**config.mk**
```make
export PLATFORM = sky130hd
export DESIGN_NAME = m_unit_iter_flat
export DESIGN_NICKNAME = d
export VERILOG_FILES = /design/src/rtl/m_unit_iter_pkg.sv /design/src/rtl/m_unit_iter_if.sv /design/src/rtl/m_unit_iter_step.sv /design/src/rtl/m_unit_iter.sv /design/src/flat_wrapper.sv
export SDC_FILE = /design/constraint.sdc
export NUM_CORES = 1
export LEC_CHECK = 0
export ABC_AREA = 0
export CORE_MARGIN = 5
export CORE_UTILIZATION = 30
export CTS_CLUSTER_DIAMETER = 100
export DETAILED_ROUTE_END_ITERATION = 10
export PLACE_DENSITY = 0.5
export SKIP_CTS_REPAIR_TIMING = 1
export SLEW_MARGIN = 10
export SYNTH_ARGS = -nofsm -noshare
export SYNTH_HDL_FRONTEND = slang
export SYNTH_SLANG_ARGS = --single-unit
```
**constraint.sdc**
```tcl
create_clock -name clk -period 9.7 [get_ports clk]
set_input_delay 1.455 -clock clk [delete_from_list [all_inputs] [get_ports clk]]
set_output_delay 1.455 -clock clk [all_outputs]
set_load 0.02 [all_outputs]
```
**src/rtl/m_unit_iter_pkg.sv**
```systemverilog
// Shared constants, FSM encoding and func3 decode helpers for the iterative M unit.
package m_unit_pkg;

  localparam int unsigned F3_W = 3;
  localparam int unsigned RD_W = 5;

  localparam logic [F3_W-1:0] F3_MUL    = 3'b000;
  localparam logic [F3_W-1:0] F3_MULH   = 3'b001;
  localparam logic [F3_W-1:0] F3_MULHSU = 3'b010;
  localparam logic [F3_W-1:0] F3_MULHU  = 3'b011;
  localparam logic [F3_W-1:0] F3_DIV    = 3'b100;
  localparam logic [F3_W-1:0] F3_DIVU   = 3'b101;
  localparam logic [F3_W-1:0] F3_REM    = 3'b110;
  localparam logic [F3_W-1:0] F3_REMU   = 3'b111;

  typedef enum logic [1:0] {
    ST_IDLE = 2'd0,
    ST_PREP = 2'd1,
    ST_CALC = 2'd2,
    ST_DONE = 2'd3
  } state_e;

  // Divide/remainder ops all live in the upper half of the func3 space.
  function automatic logic is_div(input logic [F3_W-1:0] f3);
    return f3[2];
  endfunction

  // rs1 is treated as signed for MULH, MULHSU, DIV and REM.
  function automatic logic is_signed_op1(input logic [F3_W-1:0] f3);
    return (f3 == F3_MULH) || (f3 == F3_MULHSU) || (f3 == F3_DIV) || (f3 == F3_REM);
  endfunction

  // rs2 is treated as signed for MULH, DIV and REM.
  function automatic logic is_signed_op2(input logic [F3_W-1:0] f3);
    return (f3 == F3_MULH) || (f3 == F3_DIV) || (f3 == F3_REM);
  endfunction

endpackage

```
**src/rtl/m_unit_iter_if.sv**
```systemverilog
// Execute-stage request/response bundle of the iterative M unit.
interface m_unit_iter_if #(
  parameter int unsigned XLEN = 32
);
  logic            start;
  logic            flush;
  logic [2:0]      func3;
  logic [XLEN-1:0] op1;
  logic [XLEN-1:0] op2;
  logic [4:0]      rd_in;
  logic            busy;
  logic            stall_req;
  logic            done;
  logic [XLEN-1:0] result;
  logic [4:0]      rd_out;
  logic            wb_reg_file;

  modport master (
    output start, flush, func3, op1, op2, rd_in,
    input  busy, stall_req, done, result, rd_out, wb_reg_file
  );

  modport slave (
    input  start, flush, func3, op1, op2, rd_in,
    output busy, stall_req, done, result, rd_out, wb_reg_file
  );
endinterface

```
**src/rtl/m_unit_iter_step.sv**
```systemverilog
// One combinational radix-2 step: shift-add multiply or restoring divide.
module m_unit_step #(
  parameter int unsigned XLEN = 32
) (
  input  logic              div_i,
  input  logic [XLEN-1:0]   b_i,
  input  logic [2*XLEN-1:0] acc_i,
  input  logic [XLEN:0]     rem_i,
  output logic [2*XLEN-1:0] acc_o,
  output logic [XLEN:0]     rem_o
);

  logic [XLEN-1:0] addend;
  logic [XLEN:0]   sum;
  logic [XLEN:0]   shifted;
  logic [XLEN:0]   diff;

  // Multiply: add multiplicand on lsb, shift right. Divide: shift in next dividend bit, trial subtract.
  always_comb begin
    addend  = acc_i[0] ? b_i : '0;
    sum     = {1'b0, acc_i[2*XLEN-1:XLEN]} + {1'b0, addend};
    shifted = {rem_i[XLEN-1:0], acc_i[XLEN-1]};
    diff    = shifted - {1'b0, b_i};
    acc_o   = {sum, acc_i[XLEN-1:1]};
    rem_o   = rem_i;
    if (div_i) begin
      rem_o = diff[XLEN] ? shifted : diff;
      acc_o = {acc_i[2*XLEN-1:XLEN], acc_i[XLEN-2:0], ~diff[XLEN]};
    end
  end

endmodule

```
**src/rtl/m_unit_iter.sv**
```systemverilog
// Iterative RV32M/RV64M multiply/divide unit retiring BPC bits per cycle.
module m_unit_iter
  import m_unit_pkg::*;
#(
  parameter int unsigned XLEN = 32,
  parameter int unsigned BPC  = 1
) (
  input  logic          clk,
  input  logic          rst,
  m_unit_iter_if.slave  bus
);

  localparam int unsigned N_ITER = XLEN / BPC;
  localparam int unsigned CNT_W  = $clog2(N_ITER + 1);
  localparam logic [XLEN-1:0] MOST_NEG = {1'b1, {(XLEN-1){1'b0}}};

  state_e              state_q, state_d;
  logic [F3_W-1:0]     f3_q, f3_d;
  logic [RD_W-1:0]     rd_q, rd_d;
  logic [XLEN-1:0]     op1_q, op1_d;
  logic [XLEN-1:0]     op2_q, op2_d;
  logic                sign1_q, sign1_d;
  logic                sign2_q, sign2_d;
  logic [XLEN-1:0]     b_q, b_d;
  logic [2*XLEN-1:0]   acc_q, acc_d;
  logic [XLEN:0]       rem_q, rem_d;
  logic [CNT_W-1:0]    cnt_q, cnt_d;
  logic [XLEN-1:0]     result_q, result_d;
  logic [RD_W-1:0]     rd_out_q, rd_out_d;
  logic                done_q, done_d;

  logic                div_op;
  logic [2*XLEN-1:0]   acc_nx;
  logic [XLEN:0]       rem_nx;
  logic [2*XLEN-1:0]   prod_fix;
  logic [XLEN-1:0]     quo_fix;
  logic [XLEN-1:0]     rem_fix;
  logic                s1, s2;
  logic [XLEN-1:0]     mag1, mag2;

  assign div_op = is_div(f3_q);

  // Chain BPC radix-2 steps per cycle.
  for (genvar g = 0; g < int'(BPC); g++) begin : g_step
    logic [2*XLEN-1:0] acc_in, acc_out;
    logic [XLEN:0]     rem_in, rem_out;
    if (g == 0) begin : g_first
      assign acc_in = acc_q;
      assign rem_in = rem_q;
    end else begin : g_next
      assign acc_in = g_step[g-1].acc_out;
      assign rem_in = g_step[g-1].rem_out;
    end
    m_unit_step #(.XLEN(XLEN)) u_step (
      .div_i (div_op),
      .b_i   (b_q),
      .acc_i (acc_in),
      .rem_i (rem_in),
      .acc_o (acc_out),
      .rem_o (rem_out)
    );
  end

  assign acc_nx = g_step[BPC-1].acc_out;
  assign rem_nx = g_step[BPC-1].rem_out;

  // Operand magnitudes and final sign fix-up of the last iteration's output.
  always_comb begin
    s1       = is_signed_op1(f3_q) & op1_q[XLEN-1];
    s2       = is_signed_op2(f3_q) & op2_q[XLEN-1];
    mag1     = s1 ? -op1_q : op1_q;
    mag2     = s2 ? -op2_q : op2_q;
    prod_fix = (sign1_q ^ sign2_q) ? -acc_nx : acc_nx;
    quo_fix  = (sign1_q ^ sign2_q) ? -acc_nx[XLEN-1:0] : acc_nx[XLEN-1:0];
    rem_fix  = sign1_q ? -rem_nx[XLEN-1:0] : rem_nx[XLEN-1:0];
  end

  // Next-state and datapath update; flush overrides everything outside IDLE.
  always_comb begin
    state_d  = state_q;
    f3_d     = f3_q;
    rd_d     = rd_q;
    op1_d    = op1_q;
    op2_d    = op2_q;
    sign1_d  = sign1_q;
    sign2_d  = sign2_q;
    b_d      = b_q;
    acc_d    = acc_q;
    rem_d    = rem_q;
    cnt_d    = cnt_q;
    result_d = result_q;
    rd_out_d = rd_out_q;
    done_d   = 1'b0;

    case (state_q)
      ST_IDLE: begin
        if (bus.start && !bus.flush) begin
          state_d = ST_PREP;
          f3_d    = bus.func3;
          rd_d    = bus.rd_in;
          op1_d   = bus.op1;
          op2_d   = bus.op2;
        end
      end
      ST_PREP: begin
        if (div_op && (op2_q == '0)) begin
          state_d  = ST_DONE;
          done_d   = 1'b1;
          rd_out_d = rd_q;
          result_d = f3_q[1] ? op1_q : '1;
        end else if (((f3_q == F3_DIV) || (f3_q == F3_REM)) &&
                     (op1_q == MOST_NEG) && (op2_q == '1)) begin
          state_d  = ST_DONE;
          done_d   = 1'b1;
          rd_out_d = rd_q;
          result_d = f3_q[1] ? '0 : op1_q;
        end else begin
          state_d = ST_CALC;
          sign1_d = s1;
          sign2_d = s2;
          rem_d   = '0;
          cnt_d   = CNT_W'(N_ITER);
          if (div_op) begin
            b_d   = mag2;
            acc_d = {{XLEN{1'b0}}, mag1};
          end else begin
            b_d   = mag1;
            acc_d = {{XLEN{1'b0}}, mag2};
          end
        end
      end
      ST_CALC: begin
        acc_d = acc_nx;
        rem_d = rem_nx;
        cnt_d = cnt_q - CNT_W'(1);
        if (cnt_q == CNT_W'(1)) begin
          state_d  = ST_DONE;
          done_d   = 1'b1;
          rd_out_d = rd_q;
          if (div_op) begin
            result_d = f3_q[1] ? rem_fix : quo_fix;
          end else if (f3_q == F3_MUL) begin
            result_d = prod_fix[XLEN-1:0];
          end else begin
            result_d = prod_fix[2*XLEN-1:XLEN];
          end
        end
      end
      ST_DONE: begin
        state_d = ST_IDLE;
      end
      default: begin
        state_d = ST_IDLE;
      end
    endcase

    if (bus.flush && (state_q != ST_IDLE)) begin
      state_d  = ST_IDLE;
      cnt_d    = '0;
      done_d   = 1'b0;
      result_d = result_q;
      rd_out_d = rd_out_q;
    end
  end

  // State and datapath registers.
  always_ff @(posedge clk or posedge rst) begin
    if (rst) begin
      state_q  <= ST_IDLE;
      f3_q     <= '0;
      rd_q     <= '0;
      op1_q    <= '0;
      op2_q    <= '0;
      sign1_q  <= 1'b0;
      sign2_q  <= 1'b0;
      b_q      <= '0;
      acc_q    <= '0;
      rem_q    <= '0;
      cnt_q    <= '0;
      result_q <= '0;
      rd_out_q <= '0;
      done_q   <= 1'b0;
    end else begin
      state_q  <= state_d;
      f3_q     <= f3_d;
      rd_q     <= rd_d;
      op1_q    <= op1_d;
      op2_q    <= op2_d;
      sign1_q  <= sign1_d;
      sign2_q  <= sign2_d;
      b_q      <= b_d;
      acc_q    <= acc_d;
      rem_q    <= rem_d;
      cnt_q    <= cnt_d;
      result_q <= result_d;
      rd_out_q <= rd_out_d;
      done_q   <= done_d;
    end
  end

  assign bus.busy        = (state_q != ST_IDLE);
  assign bus.stall_req   = (bus.start && !bus.flush && (state_q == ST_IDLE)) ||
                           (state_q == ST_PREP) || (state_q == ST_CALC);
  assign bus.done        = done_q;
  assign bus.wb_reg_file = done_q;
  assign bus.result      = result_q;
  assign bus.rd_out      = rd_out_q;

endmodule

```
**src/flat_wrapper.sv**
```systemverilog
// flat-port wrapper written by rule: the top's interface ports become plain ports
module m_unit_iter_flat import m_unit_pkg::*;
#(
  parameter int unsigned XLEN = 32,
  parameter int unsigned BPC  = 1
)
  (clk, rst, bus_start, bus_flush, bus_func3, bus_op1, bus_op2, bus_rd_in, bus_busy, bus_stall_req, bus_done, bus_result, bus_rd_out, bus_wb_reg_file);
  m_unit_iter_if #(.XLEN(XLEN)) bus_i ();
  input  logic clk;
  input  logic rst;
  input wire logic [$bits(bus_i.start)-1:0] bus_start;
  input wire logic [$bits(bus_i.flush)-1:0] bus_flush;
  input wire logic [$bits(bus_i.func3)-1:0] bus_func3;
  input wire logic [$bits(bus_i.op1)-1:0] bus_op1;
  input wire logic [$bits(bus_i.op2)-1:0] bus_op2;
  input wire logic [$bits(bus_i.rd_in)-1:0] bus_rd_in;
  output wire logic [$bits(bus_i.busy)-1:0] bus_busy;
  output wire logic [$bits(bus_i.stall_req)-1:0] bus_stall_req;
  output wire logic [$bits(bus_i.done)-1:0] bus_done;
  output wire logic [$bits(bus_i.result)-1:0] bus_result;
  output wire logic [$bits(bus_i.rd_out)-1:0] bus_rd_out;
  output wire logic [$bits(bus_i.wb_reg_file)-1:0] bus_wb_reg_file;
  assign bus_i.start = bus_start;
  assign bus_i.flush = bus_flush;
  assign bus_i.func3 = bus_func3;
  assign bus_i.op1 = bus_op1;
  assign bus_i.op2 = bus_op2;
  assign bus_i.rd_in = bus_rd_in;
  assign bus_busy = bus_i.busy;
  assign bus_stall_req = bus_i.stall_req;
  assign bus_done = bus_i.done;
  assign bus_result = bus_i.result;
  assign bus_rd_out = bus_i.rd_out;
  assign bus_wb_reg_file = bus_i.wb_reg_file;
  m_unit_iter #(.XLEN(XLEN), .BPC(BPC)) u_core (.clk(clk), .rst(rst), .bus(bus_i));
endmodule
```
==> impl_metrics.yaml, run 1 <==
worst_setup_path:
  crit_path_start_kind: "flip-flop"
  cp_max_fo: 24
  path_class: "reg2reg"
  crit_required_ns: 10.14
  crit_slowest_cell: "a21oi_4"
  crit_path_end_kind: "flip-flop"
  crit_path_max_incr_delay_ns: 0.73
  cp_data_arrival_time_ns: 7.88
  path_cells: "inv_1, ha_1, fa_1, nand2b_1, a211oi_1, o211a_1, o21ai_2, a21oi_4, nor2_1, a21o_1, inv_1, ha_1, o21ai_1, nor4_1, and2_1, and4_1, or4b_2, nor4_2, and2_1, nor2_1, xnor2_1, a221oi_1, a21oi_1"
cells_and_area:
  fin_nets: 2855
  postLayoutCoreUtil_pct: 34.8
  layout_commonest_cell: "nand2_1"
  fin_area_um2: 24900
  most-common-layout-cells: "nand2_1 (363), dfrtp_1 (247), nor2_1 (212)"
  num_antenna_cells: 0
  drive_gt1_share_pct: 9.65
  fill_cells: 7528
  area_growth_pct: 14.9
route:
  first_iter_violations: 2126
  via_count: 21400
  first_pass_iters: 7
  wl_um: 91200
  wire_per_inst_um: 24.8
  vias_per_cell: 5.83
  drt.antenna.violating_nets: 0
  drc: 0
clock_network:
  clockRootBuffer: "clkbuf_16"
  clk_latency_ns: 0.57
  numCtsBuffers: 35
  htree_levels: 2
  path_clk_slew_ns: 0.05
  cts_tree: "built"
  clock_path_buffers: 3
  cts_sinks: 248
placed_design:
  placed_area_um2: 23700
  gp_congestion: 0.944
  dp_hpwl_um: 68700
  pre_cts_ws_ns: 2.40
  io_buffers: 116
global_route:
  overflow: 0
  gr-usage-met1_pct: 32.0
  grt_pass1_wl_um: 135000
  use_met2_pct: 35.1
  first_global_vias: 20400
  grtUsageTotal_pct: 22.5
  grt.busiest_layer: "met2"
  antenna_found_initial: 1
  met3_usage_pct: 2.72
  grt_max_degree: 150
timing:
  rsz0062_at_grt: "false"
  finalMaxSlewViolations: 0
  finalHoldViolations: 0
  skew_ns: 0.0314
  fin_crit_ns: 7.44
  timing.final.crit_share_pct: 76.7
  fmax_mhz: 134
  setup_ws_ns: 2.26
  tns_ns: 0
  max-slew-margin-rel_pct: 16.5
  worst_pin_slew_ns: 1.25
  finalSetupViolations: 0
status:
  status: "finished, final reports clean"
synth:
  synth_edf_count: 0
  synth.distinct_cells: 93
  syn_area_per_cell_um2: 8.08
  synthTopCellsByArea: "dfrtp_1 (29%), nand2_1 (6.3%), o21ai_0 (4.6%)"
  synth_area_um2: 21700
  ys_seq_elements: 248
  ys_seq_area_share_pct: 28.6
  synthCells: 2684
  synth_flop_cell: "dfrtp_1"
  synth_area_leader_cell: "dfrtp_1"
  synth_nets: 2837
  async_flop_share_pct: 100
  yosysWarnings: 0
  synth_top_area_share_pct: 28.6
floorplan:
  rows: 98
  die_y_um: 279
  die_area_um2: 77800
  initial_utilization_pct: 30.3
  ioPinCount: 117
  core-area_um2: 71600
  chipWidth_um: 279
flow_run:
  drv_cap: 0
hold_path:
  min_path_type: "reg2reg"
==> critical path, delay by kind of cell (launching register included) <==
family / cells / cell delay [ns]
XOR/XNOR: 1 / 0.16
buffers and inverters: 2 / 0.17
AND/OR/NAND/NOR: 9 / 3.17
AO/OA/AOI/OAI: 8 / 2.46
flip-flops: 1 / 0.52
adder cells (fa/ha/maj): 3 / 0.84
==> synthesized netlist by cell type (9+ instances only) <==
library cell	count
o211ai_1	21
nand2_1	365
buf_2	28
o21a_1	13
xor2_1	81
or3_1	30
nand4_1	20
a21oi_1	184
nor4_1	19
o221ai_1	14
maj3_1	28
dfrtp_1	248
o311ai_0	9
buf_1	14
o31ai_1	50
nand2b_1	18
nor2b_1	27
clkbuf_1	133
a21o_1	32
or2_2	12
mux4_2	27
xnor2_1	85
a221oi_1	16
nand3_1	69
o21ai_0	201
mux2i_1	79
mux2_2	76
nor3b_1	13
o41ai_1	12
a22o_1	19
a41oi_1	9
a211oi_1	25
and3_1	24
a211o_1	9
or4_1	18
inv_1	81
and2_1	13
nor3_1	92
o211a_1	9
a31oi_1	38
nor2_1	212
ha_1	75
==> area by class of cell <==
cell class	instances	area [um^2]	share of cell area (%)
Clock inverter	13	186	0.748
Sequential cell	248	6210	24.9
Multi-Input combinational cell	2172	14500	58.1
Inverter	82	318	1.28
Clock buffer	47	1010	4.06
Tap cell	950	1190	4.77
Timing Repair Buffer	163	1530	6.12
==> registers in the layout, summed over array words and instances, names as in the netlist <==
| register | count |
|---|---|
| u_core.b_q | 32 |
| u_core.state_q | 2 |
| u_core.op2_q | 32 |
| u_core.f3_q | 3 |
| u_core.rd_q | 5 |
| u_core.acc_q | 64 |
| u_core.op1_q | 32 |
| u_core.bus.done | 1 |
| u_core.bus.result | 32 |
| u_core.g_step.rem_in | 32 |
| u_core.sign2_q | 1 |
| u_core.bus.rd_out | 5 |
| u_core.sign1_q | 1 |
| u_core.cnt_q | 6 |
==> final timing paths <==
check                      cells after the start  slack [ns]               endpoint              from
hold / removal                                 2        0.47   u_core.bus.rd_out[0]    u_core.rd_q[0]
setup / recovery                              23        2.26  u_core.bus.result[20]  u_core.acc_q[31]
hold reg to reg                                2        0.47   u_core.bus.rd_out[0]    u_core.rd_q[0]
setup reg to reg                              23        2.26  u_core.bus.result[20]  u_core.acc_q[31]
max in group asynchronous                      3        6.93         u_core.f3_q[2]               rst
min in group asynchronous                      2        1.38        u_core.op2_q[8]               rst
==> per-layer routing <==
layer	vias up	wire length, um
met2	822	40500
li1	9837	-
met1	10600	41200
met4	0	4040
met3	148	5510
met5	-	0
==> through the flow <==
step	hold WS, ns	instances
after floorplan	0.433	2684
after global placement	0.445	3615
after detailed placement	0.457	3615
after CTS	0.461	3675
after global routing	0.481	3675
final	0.468	3675
==> cell families after synthesis <==
logic type	after synthesis	share of synthesized area, %
and+or+nand+nor	964	20.9
adders and majority gates	105	5.80
DFF	248	28.6
buffers and inverters	264	4.83
xor gates and xnor gates	166	6.70
AOI/OAI and AO/OA	755	22.8
muxes	182	10.4
Power of run 1 is not shown: default switching activity piles up to over one toggle a cycle in this logic, so the estimate is an artifact.
==> run 2, diff against run 1 <==
Clock period 9.7 ns to 7.36 ns, I/O delays scaled along.
==> run 2 against run 1 <==
Against the previous run:
- fmax increased by 8.9%
- register-to-register slack got worse by 1.7 ns
- sequential cell count unchanged
- clock skew decreased by 0.016 ns
- utilization about the same
- clock-buffer cell count decreased by 1
- worst hold slack improved by 0.0055 ns
- sequential share of layout area about the same
- die area unchanged
- global-route usage decreased by 0.091 points
- critical path type unchanged
- highest routed layer unchanged
==> impl_metrics.yaml, run 2 (synthesis results as in run 1) <==
placed_design:
  gp_congestion: 0.949
  io_buffers: 116
  dp_hpwl_um: 69700
  pre_cts_ws_ns: 0.574
  placed_area_um2: 23800
floorplan:
  chipWidth_um: 279
  core-area_um2: 71600
  die_y_um: 279
  ioPinCount: 117
  initial_utilization_pct: 30.3
  die_area_um2: 77800
  rows: 98
route:
  first_iter_violations: 2153
  wl_um: 91000
  wire_per_inst_um: 24.7
  via_count: 21400
  drc: 0
  drt.antenna.violating_nets: 0
  first_pass_iters: 6
  vias_per_cell: 5.80
cells_and_area:
  fin_nets: 2864
  multiInputGateArea_um2: 14500
  largest_register_ffs: 64
  drive_gt1_share_pct: 9.92
  seqCellArea_um2: 6210
  max_flop_register: "u_core.acc_q"
  fill_cells: 7507
  most-common-layout-cells: "nand2_1 (363), dfrtp_1 (247), nor2_1 (212)"
  fin_area_um2: 24900
  area_growth_pct: 14.8
  layout_commonest_cell: "nand2_1"
timing:
  tns_ns: 0
  fmax_mhz: 146
  rsz0062_at_grt: "false"
  fin_crit_ns: 6.83
  setup_ws_ns: 0.526
  finalMaxSlewViolations: 0
  finalSetupViolations: 0
  timing.final.crit_share_pct: 92.9
  skew_ns: 0.0155
  hold_slack_ns: 0.474
  max-slew-margin-rel_pct: 20.7
  finalHoldViolations: 0
  worst_pin_slew_ns: 1.19
flow_run:
  drv_cap: 0
worst_setup_path:
  reg2reg_slack_ns: 0.53
  cp_max_fo: 13
  crit_path_start: "u_core.g_step[0].rem_in[8]"
  crit_required_ns: 7.83
  cp_data_arrival_time_ns: 7.30
  crit_path_end_kind: "flip-flop"
  r2r-start: "u_core.g_step[0].rem_in[8]"
  reg2regPathDepth: 21
  path_class: "reg2reg"
  r2r-end: "u_core.bus.result[20]"
  crit_path_start_kind: "flip-flop"
  timing.critical_path.to: "u_core.bus.result[20]"
global_route:
  antenna_found_initial: 2
  overflow: 0
  grt_pass1_wl_um: 136000
  first_global_vias: 20500
  grt_max_degree: 73
  grtUsageTotal_pct: 22.4
clock_network:
  cts_sinks: 248
  clockRootBuffer: "clkbuf_16"
  cts_tree: "built"
  path_clk_slew_ns: 0.07
  htree_levels: 1
  clk_latency_ns: 0.59
  numCtsBuffers: 31
  clock_path_buffers: 3
status:
  status: "finished, final reports clean"
hold_path:
  holdPathStages: 2
  min_path_type: "reg2reg"
[run 2: cell count changes in the layout (fill, tap and decap cells not counted)]
cell	previous run	this run
buf_4	46	59
bufinv_16	4	3
clkinv_8	1	0
clkbuf_8	7	11
inv_8	1	0
clkbuf_16	36	31
clkinv_4	1	0
diode_2	0	2
[run 2: layout make-up]
class	instances	area share, %
Clock inverter	9	0.498
Tap cell	950	4.78
Inverter	82	1.26
Sequential cell	248	24.9
Antenna cell	2	0.0201
Multi-Input combinational cell	2172	58.2
Timing Repair Buffer	176	6.52
Clock buffer	46	3.79
[run 2: critical path, stage by stage (launching register included)]
cell       delay, ns
dfrtp_1         0.41
ha_1            0.45
and4_1          0.29
o2bb2ai_1       0.14
o211a_1         0.31
o21a_2          0.29
o31ai_1         0.68
nor2_1          0.43
a21o_1          0.31
inv_1           0.07
ha_1            0.18
o21ai_1         0.11
nor4_1          0.52
and2_1          0.28
and4_1          0.28
or4b_2          0.65
nor4_2          0.40
and2_1          0.29
nor2_1          0.09
xnor2_1         0.16
a221oi_1        0.27
a21oi_1         0.10
[run 2: stage by stage]
stage / util, % / cells
3_3_place_gp: 33.3 / 3628
3_5_place_dp: 33.3 / 3628
5_1_grt: 34.8 / 3683
4_1_cts: 34.8 / 3683
2_1_floorplan: - / 2684
6_report: 34.8 / 3685
[run 2: worst min-delay path by stage]
stage          slack [ns]            from              endpoint
2_1_floorplan        0.43  u_core.rd_q[0]  u_core.bus.rd_out[0]
3_3_place_gp         0.44  u_core.rd_q[1]  u_core.bus.rd_out[1]
3_5_place_dp         0.45  u_core.rd_q[3]  u_core.bus.rd_out[3]
4_1_cts              0.47  u_core.rd_q[3]  u_core.bus.rd_out[3]
5_1_grt              0.50  u_core.b_q[23]        u_core.b_q[23]
6_report             0.47  u_core.rd_q[1]  u_core.bus.rd_out[1]
[run 2: metal layers]
layer / vias up / share of wire (%) / global-route usage (%)
met5: - / 0 / 0
met4: 0 / 5.0 / 8.93
li1: 9879 / - / -
met1: 10500 / 45 / 32.1
met2: 824 / 43 / 34.3
met3: 150 / 6.9 / 3.04
Power of run 2 is left out for the same reason.
